$ cat src/rtl/spike_window_counter_if.sv
// Port bundle for the windowed spike-rate monitor: control, spike inputs,
// read port and status outputs. master drives the inputs, slave is the monitor.
interface spike_window_counter_if #(
  parameter int NUM_CH = 16,
  parameter int WIN_W  = 24,
  parameter int SEL_W  = 6
);
  logic              run;
  logic              clear;
  logic [WIN_W-1:0]  window_len;
  logic [NUM_CH-1:0] spike_in;
  logic [SEL_W-1:0]  rd_sel;
  logic [31:0]       rd_data;
  logic              window_done;
  logic [15:0]       window_idx;
  logic [NUM_CH-1:0] sat_flags;
  logic              busy;
  logic [1:0]        state_dbg;

  modport master (
    output run, clear, window_len, spike_in, rd_sel,
    input  rd_data, window_done, window_idx, sat_flags, busy, state_dbg
  );

  modport slave (
    input  run, clear, window_len, spike_in, rd_sel,
    output rd_data, window_done, window_idx, sat_flags, busy, state_dbg
  );
endinterface

$ cat src/rtl/spike_window_counter.sv
// Windowed per-channel spike counter with snapshot-at-boundary, sticky
// saturation tracking and a registered 32-bit addressable read port.
module spike_window_counter #(
  parameter int NUM_CH = 16,
  parameter int CNT_W  = 16,
  parameter int WIN_W  = 24,
  parameter int SEL_W  = 6
) (
  input logic                   clk,
  input logic                   reset,
  spike_window_counter_if.slave bus
);

  typedef enum logic [1:0] {
    IDLE  = 2'd0,
    COUNT = 2'd1,
    DRAIN = 2'd2
  } state_t;

  localparam logic [CNT_W-1:0] CNT_MAX = '1;

  state_t            state;
  logic [CNT_W-1:0]  live [NUM_CH];
  logic [CNT_W-1:0]  snap [NUM_CH];
  logic [NUM_CH-1:0] win_sat;
  logic [NUM_CH-1:0] snap_sat;
  logic [NUM_CH-1:0] sat_flags;
  logic [WIN_W-1:0]  timer;
  logic [WIN_W-1:0]  len;
  logic [15:0]       window_idx;
  logic [31:0]       rd_data;
  logic              window_done;

  logic [CNT_W-1:0]  live_add [NUM_CH];
  logic [NUM_CH-1:0] add_sat;
  logic [WIN_W-1:0]  len_sample;
  logic              terminal;
  logic [31:0]       rd_word;

  // A spike on a counter already at full scale is dropped and flagged.
  always_comb begin
    add_sat = '0;
    for (int i = 0; i < NUM_CH; i++) begin
      add_sat[i]  = bus.spike_in[i] && (live[i] == CNT_MAX);
      live_add[i] = live[i] + CNT_W'(bus.spike_in[i] && !add_sat[i]);
    end
  end

  assign len_sample = (bus.window_len == '0) ? WIN_W'(1) : bus.window_len;
  assign terminal   = (state != IDLE) && (timer == len - WIN_W'(1));

  // Read port: rd_sel presented in cycle N is answered on rd_data in cycle N+1;
  // there is no handshake, every cycle is a read.
  always_comb begin
    rd_word = '0;
    for (int i = 0; i < NUM_CH; i++) begin
      if (bus.rd_sel == SEL_W'(i)) begin
        rd_word[CNT_W-1:0] = snap[i];
        rd_word[31]        = snap_sat[i];
      end
    end
    if (bus.rd_sel == '1) rd_word = {16'h0, window_idx};
  end

  always_ff @(posedge clk) begin
    if (reset) begin
      state       <= IDLE;
      for (int i = 0; i < NUM_CH; i++) begin
        live[i] <= '0;
        snap[i] <= '0;
      end
      win_sat     <= '0;
      snap_sat    <= '0;
      sat_flags   <= '0;
      timer       <= '0;
      len         <= '0;
      window_idx  <= '0;
      rd_data     <= '0;
      window_done <= 1'b0;
    end else begin
      rd_data     <= rd_word;
      window_done <= 1'b0;
      case (state)
        IDLE: begin
          if (bus.run) begin
            len   <= len_sample;
            timer <= '0;
            state <= COUNT;
          end
        end
        COUNT, DRAIN: begin
          if (terminal && !bus.clear) begin
            // Terminal cycle's spikes land in the snapshot, so the next
            // window starts from zero with no dead cycle.
            for (int i = 0; i < NUM_CH; i++) begin
              snap[i] <= live_add[i];
              live[i] <= '0;
            end
            snap_sat    <= win_sat | add_sat;
            win_sat     <= '0;
            sat_flags   <= sat_flags | add_sat;
            timer       <= '0;
            window_idx  <= window_idx + 16'd1;
            window_done <= 1'b1;
            len         <= len_sample;
            state       <= bus.run ? COUNT : IDLE;
          end else begin
            for (int i = 0; i < NUM_CH; i++) live[i] <= live_add[i];
            win_sat   <= win_sat | add_sat;
            sat_flags <= sat_flags | add_sat;
            timer     <= timer + WIN_W'(1);
            state     <= bus.run ? COUNT : DRAIN;
          end
        end
        default: state <= IDLE;
      endcase
      // clear overrides counting and suppresses any boundary on this edge.
      if (bus.clear) begin
        for (int i = 0; i < NUM_CH; i++) live[i] <= '0;
        win_sat    <= '0;
        sat_flags  <= '0;
        timer      <= '0;
        window_idx <= '0;
      end
    end
  end

  assign bus.rd_data     = rd_data;
  assign bus.window_done = window_done;
  assign bus.window_idx  = window_idx;
  assign bus.sat_flags   = sat_flags;
  assign bus.busy        = (state != IDLE);
  assign bus.state_dbg   = state;

endmodule

$ cat src/flat_wrapper.sv
// flat-port wrapper written by rule: the top's interface ports become plain ports
module spike_window_counter_flat 
#(
  parameter int NUM_CH = 16,
  parameter int CNT_W  = 16,
  parameter int WIN_W  = 24,
  parameter int SEL_W  = 6
)
  (clk, reset, bus_run, bus_clear, bus_window_len, bus_spike_in, bus_rd_sel, bus_rd_data, bus_window_done, bus_window_idx, bus_sat_flags, bus_busy, bus_state_dbg);
  spike_window_counter_if #(.NUM_CH(NUM_CH), .WIN_W(WIN_W), .SEL_W(SEL_W)) bus_i ();
  input logic clk;
  input logic reset;
  input wire logic [$bits(bus_i.run)-1:0] bus_run;
  input wire logic [$bits(bus_i.clear)-1:0] bus_clear;
  input wire logic [$bits(bus_i.window_len)-1:0] bus_window_len;
  input wire logic [$bits(bus_i.spike_in)-1:0] bus_spike_in;
  input wire logic [$bits(bus_i.rd_sel)-1:0] bus_rd_sel;
  output wire logic [$bits(bus_i.rd_data)-1:0] bus_rd_data;
  output wire logic [$bits(bus_i.window_done)-1:0] bus_window_done;
  output wire logic [$bits(bus_i.window_idx)-1:0] bus_window_idx;
  output wire logic [$bits(bus_i.sat_flags)-1:0] bus_sat_flags;
  output wire logic [$bits(bus_i.busy)-1:0] bus_busy;
  output wire logic [$bits(bus_i.state_dbg)-1:0] bus_state_dbg;
  assign bus_i.run = bus_run;
  assign bus_i.clear = bus_clear;
  assign bus_i.window_len = bus_window_len;
  assign bus_i.spike_in = bus_spike_in;
  assign bus_i.rd_sel = bus_rd_sel;
  assign bus_rd_data = bus_i.rd_data;
  assign bus_window_done = bus_i.window_done;
  assign bus_window_idx = bus_i.window_idx;
  assign bus_sat_flags = bus_i.sat_flags;
  assign bus_busy = bus_i.busy;
  assign bus_state_dbg = bus_i.state_dbg;
  spike_window_counter #(.NUM_CH(NUM_CH), .CNT_W(CNT_W), .WIN_W(WIN_W), .SEL_W(SEL_W)) u_core (.clk(clk), .reset(reset), .bus(bus_i));
endmodule
$ cat config.mk
export PLATFORM = sky130hd
export DESIGN_NAME = spike_window_counter_flat
export DESIGN_NICKNAME = d
export VERILOG_FILES = /design/src/rtl/spike_window_counter_if.sv /design/src/rtl/spike_window_counter.sv /design/src/flat_wrapper.sv
export SDC_FILE = /design/constraint.sdc
export NUM_CORES = 1
export LEC_CHECK = 0
export BUFFER_PORTS_ARGS = -buffer_cell sky130_fd_sc_hd__buf_2
export CAP_MARGIN = 5
export CORE_ASPECT_RATIO = 1.4
export CORE_UTILIZATION = 61
export DETAILED_ROUTE_END_ITERATION = 10
export GPL_TIMING_DRIVEN = 0
export PLACE_DENSITY = 0.83
export RECOVER_POWER = 50
export REMOVE_ABC_BUFFERS = 1
export SYNTH_ARGS = -nofsm -noshare
export SYNTH_HDL_FRONTEND = slang
export SYNTH_SLANG_ARGS = --single-unit
export TNS_END_PERCENT = 100
$ cat constraint.sdc
create_clock -name clk -period 83.1 [get_ports clk]
set_clock_uncertainty 0.1 [all_clocks]
set_input_delay 16.62 -clock clk [delete_from_list [all_inputs] [get_ports clk]]
set_output_delay 16.62 -clock clk [all_outputs]
set_load 0.005 [all_outputs]
==> flow_summary.ini <==
[worst_setup_path]
crit_chain = clkbuf_1 -> clkbuf_1 -> or2_0 -> nor2_1 -> clkbuf_1 -> clkbuf_1 -> clkinvlp_2 -> buf_16
worstPathArrival_ns = 30.98
worstPathRequired_ns = 83.30
crit_buf_inv = 6
crit_type = input pin to register
crit_path_end_kind = register
slowest_delay_ns = 3.36
crit_path_start_kind = input pin
cp_top_family = buffers and inverters
slowest_stage = or2_0
crit_path_max_fanout = 90
cp_common_cell = clkbuf_1

[routing]
drt_wl_total_um = 83000
avgRoutedWirePerCell_um = 22.2
dr.pass1.iters = 6
antenna_left = 0
drtIter0Drc = 2221
drc_errors = 0
num_vias = 24100
vias_per_cell = 6.42

[logic_synthesis]
syn_inst = 3038
yosysSeqAreaShare_pct = 54.0
avgSynthCellArea_um2 = 10.1
synthesis.area_um2 = 30700
synth-async-reset-ratio_pct = 0
synth_edf_count = 368
ys.flop_type = edfxtp_1
ys_types = 77
synth_seq_cells = 644
yosys_warnings = 0

[cts]
post_cts_buffers = 0
clk_latency_ns = 0.65
clock_path_buffers = 3
cts_root_buf = clkbuf_16
path_clk_slew_ns = 0.06
numCtsBuffers = 58
cts_resized = 0
cts_hold_buf = 0
cts_tree = built
clkSinkCount = 644
cts.htree.levels = 2

[power]
vdd_ir_drop_max_mv = 0.0192
p_total_mw = 0.694
leakagePower_nw = 11.4
power_density_nw_per_um2 = 20.5

[floorplanning]
die_h_um = 267
die_w_um = 192
core-area_um2 = 49400
placementRows = 96
dieArea_um2 = 51200
ioPinCount = 118
initial_utilization_pct = 62.2

[final_layout]
finalInstanceArea_um2 = 33800
drive_gt1_share_pct = 7.92
nNetsFinal = 3144
area_growth_pct = 10.1

[timing]
hold_viol_final = 0
fin_tns_setup_ns = 0
maxSlewHeadroom_pct = -205
tightest_slew_ns = 4.57
max_freq_ghz = 0.0325
finalMaxSlewViolations = 580
finalCriticalPeriod_ns = 30.78
rsz0062_at_grt = no
period_share_pct = 37.0
setup_violations = 0

[flow_run]
drv_cap = 14

[grt]
use_met1_pct = 37.6
grt-ovfl-total = 0
grt_pass1_vias = 23400
grt_pass1_wl_um = 127000
grt_start_max_net_pins = 91
grt_antenna_before_repair = 2
grtUsageTotal_pct = 32.3
use_met2_pct = 55.2
top_usage_layer = met2
gr-usage-met3_pct = 5.43

[placement]
gp_congestion = 1.01
post_dp_cell_area_um2 = 32100
dp_hpwl_um = 56700
port_buffers = 102

[hold_path]
worstHoldPathType = register to register

[outcome]
violations = max-capacitance violations, max-slew violations
outcome = finished, violations left
==> worst reg2reg max path, cell delays in order, from the launching register on <==
cell	delay, ns
dfxtp_1	0.37
inv_1	0.10
ha_4	0.43
nor2_1	1.51
clkbuf_1	1.45
clkbuf_1	1.49
clkinvlp_2	2.21
buf_16	0.77
==> placed cells by master (no fill, tap or decap), types with 14 or more instances in the layout <==
master     netlist  final
clkbuf_1       126     59
o21ai_0        105    105
clkbuf_16        0     61
mux2i_1         14     14
nor2_1         504    503
ha_1            37     36
nand2_1        219    219
buf_2           34     63
or4_1           14     14
nand4_1         98     98
o22ai_1         23     23
xor2_1         201    201
mux4_2          21     21
a22o_1          91     91
nand3_1        135    135
nor4_1          24     24
inv_1           74     72
a21oi_1        135    134
dfxtp_1        276    276
nor2b_1         32     32
or3_1           31     31
xnor2_1        100    100
a22oi_1         16     16
nor3_1          78     77
edfxtp_1       368    368
and3_1          52     52
a2111oi_0       14     14
conb_1           1     15
==> metrics by stage <==
stage               setup slack (ns)  hold slack, ns  utilization, %  cells
floorplan                      45.59           0.323               -   2859
global placement               37.35           0.332            63.2   3598
detailed placement             62.17           0.335            65.0   3634
CTS                            62.84           0.346            69.1   3744
global route                   51.57           0.365            68.5   3744
finish                         52.32           0.345            68.5   3745
==> sequential cells by signal (all words and copies together) (netlist names), 2 cells and up <==
signal / flops
u_core.bus.state_dbg: 2
u_core.win_sat: 16
u_core.snap_sat: 16
u_core.len: 24
u_core.timer: 24
u_core.live: 256
u_core.bus.rd_data: 17
u_core.bus.sat_flags: 16
u_core.snap: 256
u_core.bus.window_idx: 16
==> power by group <==
part	internal (mW)	switching, mW
combinational	0.0176	0.0357
sequential	0.347	0.00844
clock	0.163	0.122
total	0.528	0.166
==> final timing paths <==
kind / start / to / slack (ns) / cells after the start
worst min register to register: u_core.bus.sat_flags[2]$_SDFFE_PP0P_ / u_core.bus.sat_flags[2]$_SDFFE_PP0P_ / 0.34 / 2
worst max register to register: u_core.bus.state_dbg[0]$_SDFFE_PP0P_ / u_core.live[1][2]$_SDFFCE_PP0P_ / 74.28 / 7
worst min-delay path: u_core.bus.sat_flags[2]$_SDFFE_PP0P_ / u_core.bus.sat_flags[2]$_SDFFE_PP0P_ / 0.34 / 2
worst max-delay path: reset / u_core.live[1][2]$_SDFFCE_PP0P_ / 52.32 / 8
==> cell type report <==
| class | instances | area [um^2] |
|---|---|---|
| fill | 3593 | 15600 |
| timing repair buffer | 138 | 1040 |
| sequential | 644 | 16600 |
| clock buffer | 81 | 1680 |
| tap | 637 | 797 |
| clock inverter | 29 | 343 |
| antenna | 1 | 2.50 |
| multi-input combinational | 2140 | 13100 |
| inverter | 75 | 283 |
==> cell usage after synthesis, types with 34 or more instances <==
cell type  instances  area [um^2]
nand4_1           98          613
nand2_1          219          822
a22o_1            91          797
xnor2_1          100          876
xor2_1           201         1760
clkbuf_1         126          473
o21ai_0          105          526
nor2_1           504         1890
dfxtp_1          276         5530
nand3_1          135          676
ha_1              37          463
inv_1             74          278
and3_1            52          325
a21oi_1          135          676
edfxtp_1         368        11100
buf_2             34          170
nor3_1            78          390
==> kinds of logic after synthesis <==
group / Yosys count / share of synthesized area [%]
fa+ha+maj: 37 / 1.51
simple gates: 1252 / 19.2
flops: 644 / 54.0
mux: 44 / 2.33
other cells: 1 / 0.0122
buf+inv: 268 / 3.72
compound gates: 491 / 10.6
xor+xnor: 301 / 8.59
==> metal layers <==
metal | vias to the layer above | part of all wire [%]
met5 | - | 0.039
met4 | 4 | 6.8
met3 | 278 | 7.3
met2 | 1216 | 50
met1 | 11600 | 36
li1 | 10900 | -
Note: power is estimated with default switching activity, not from simulation.
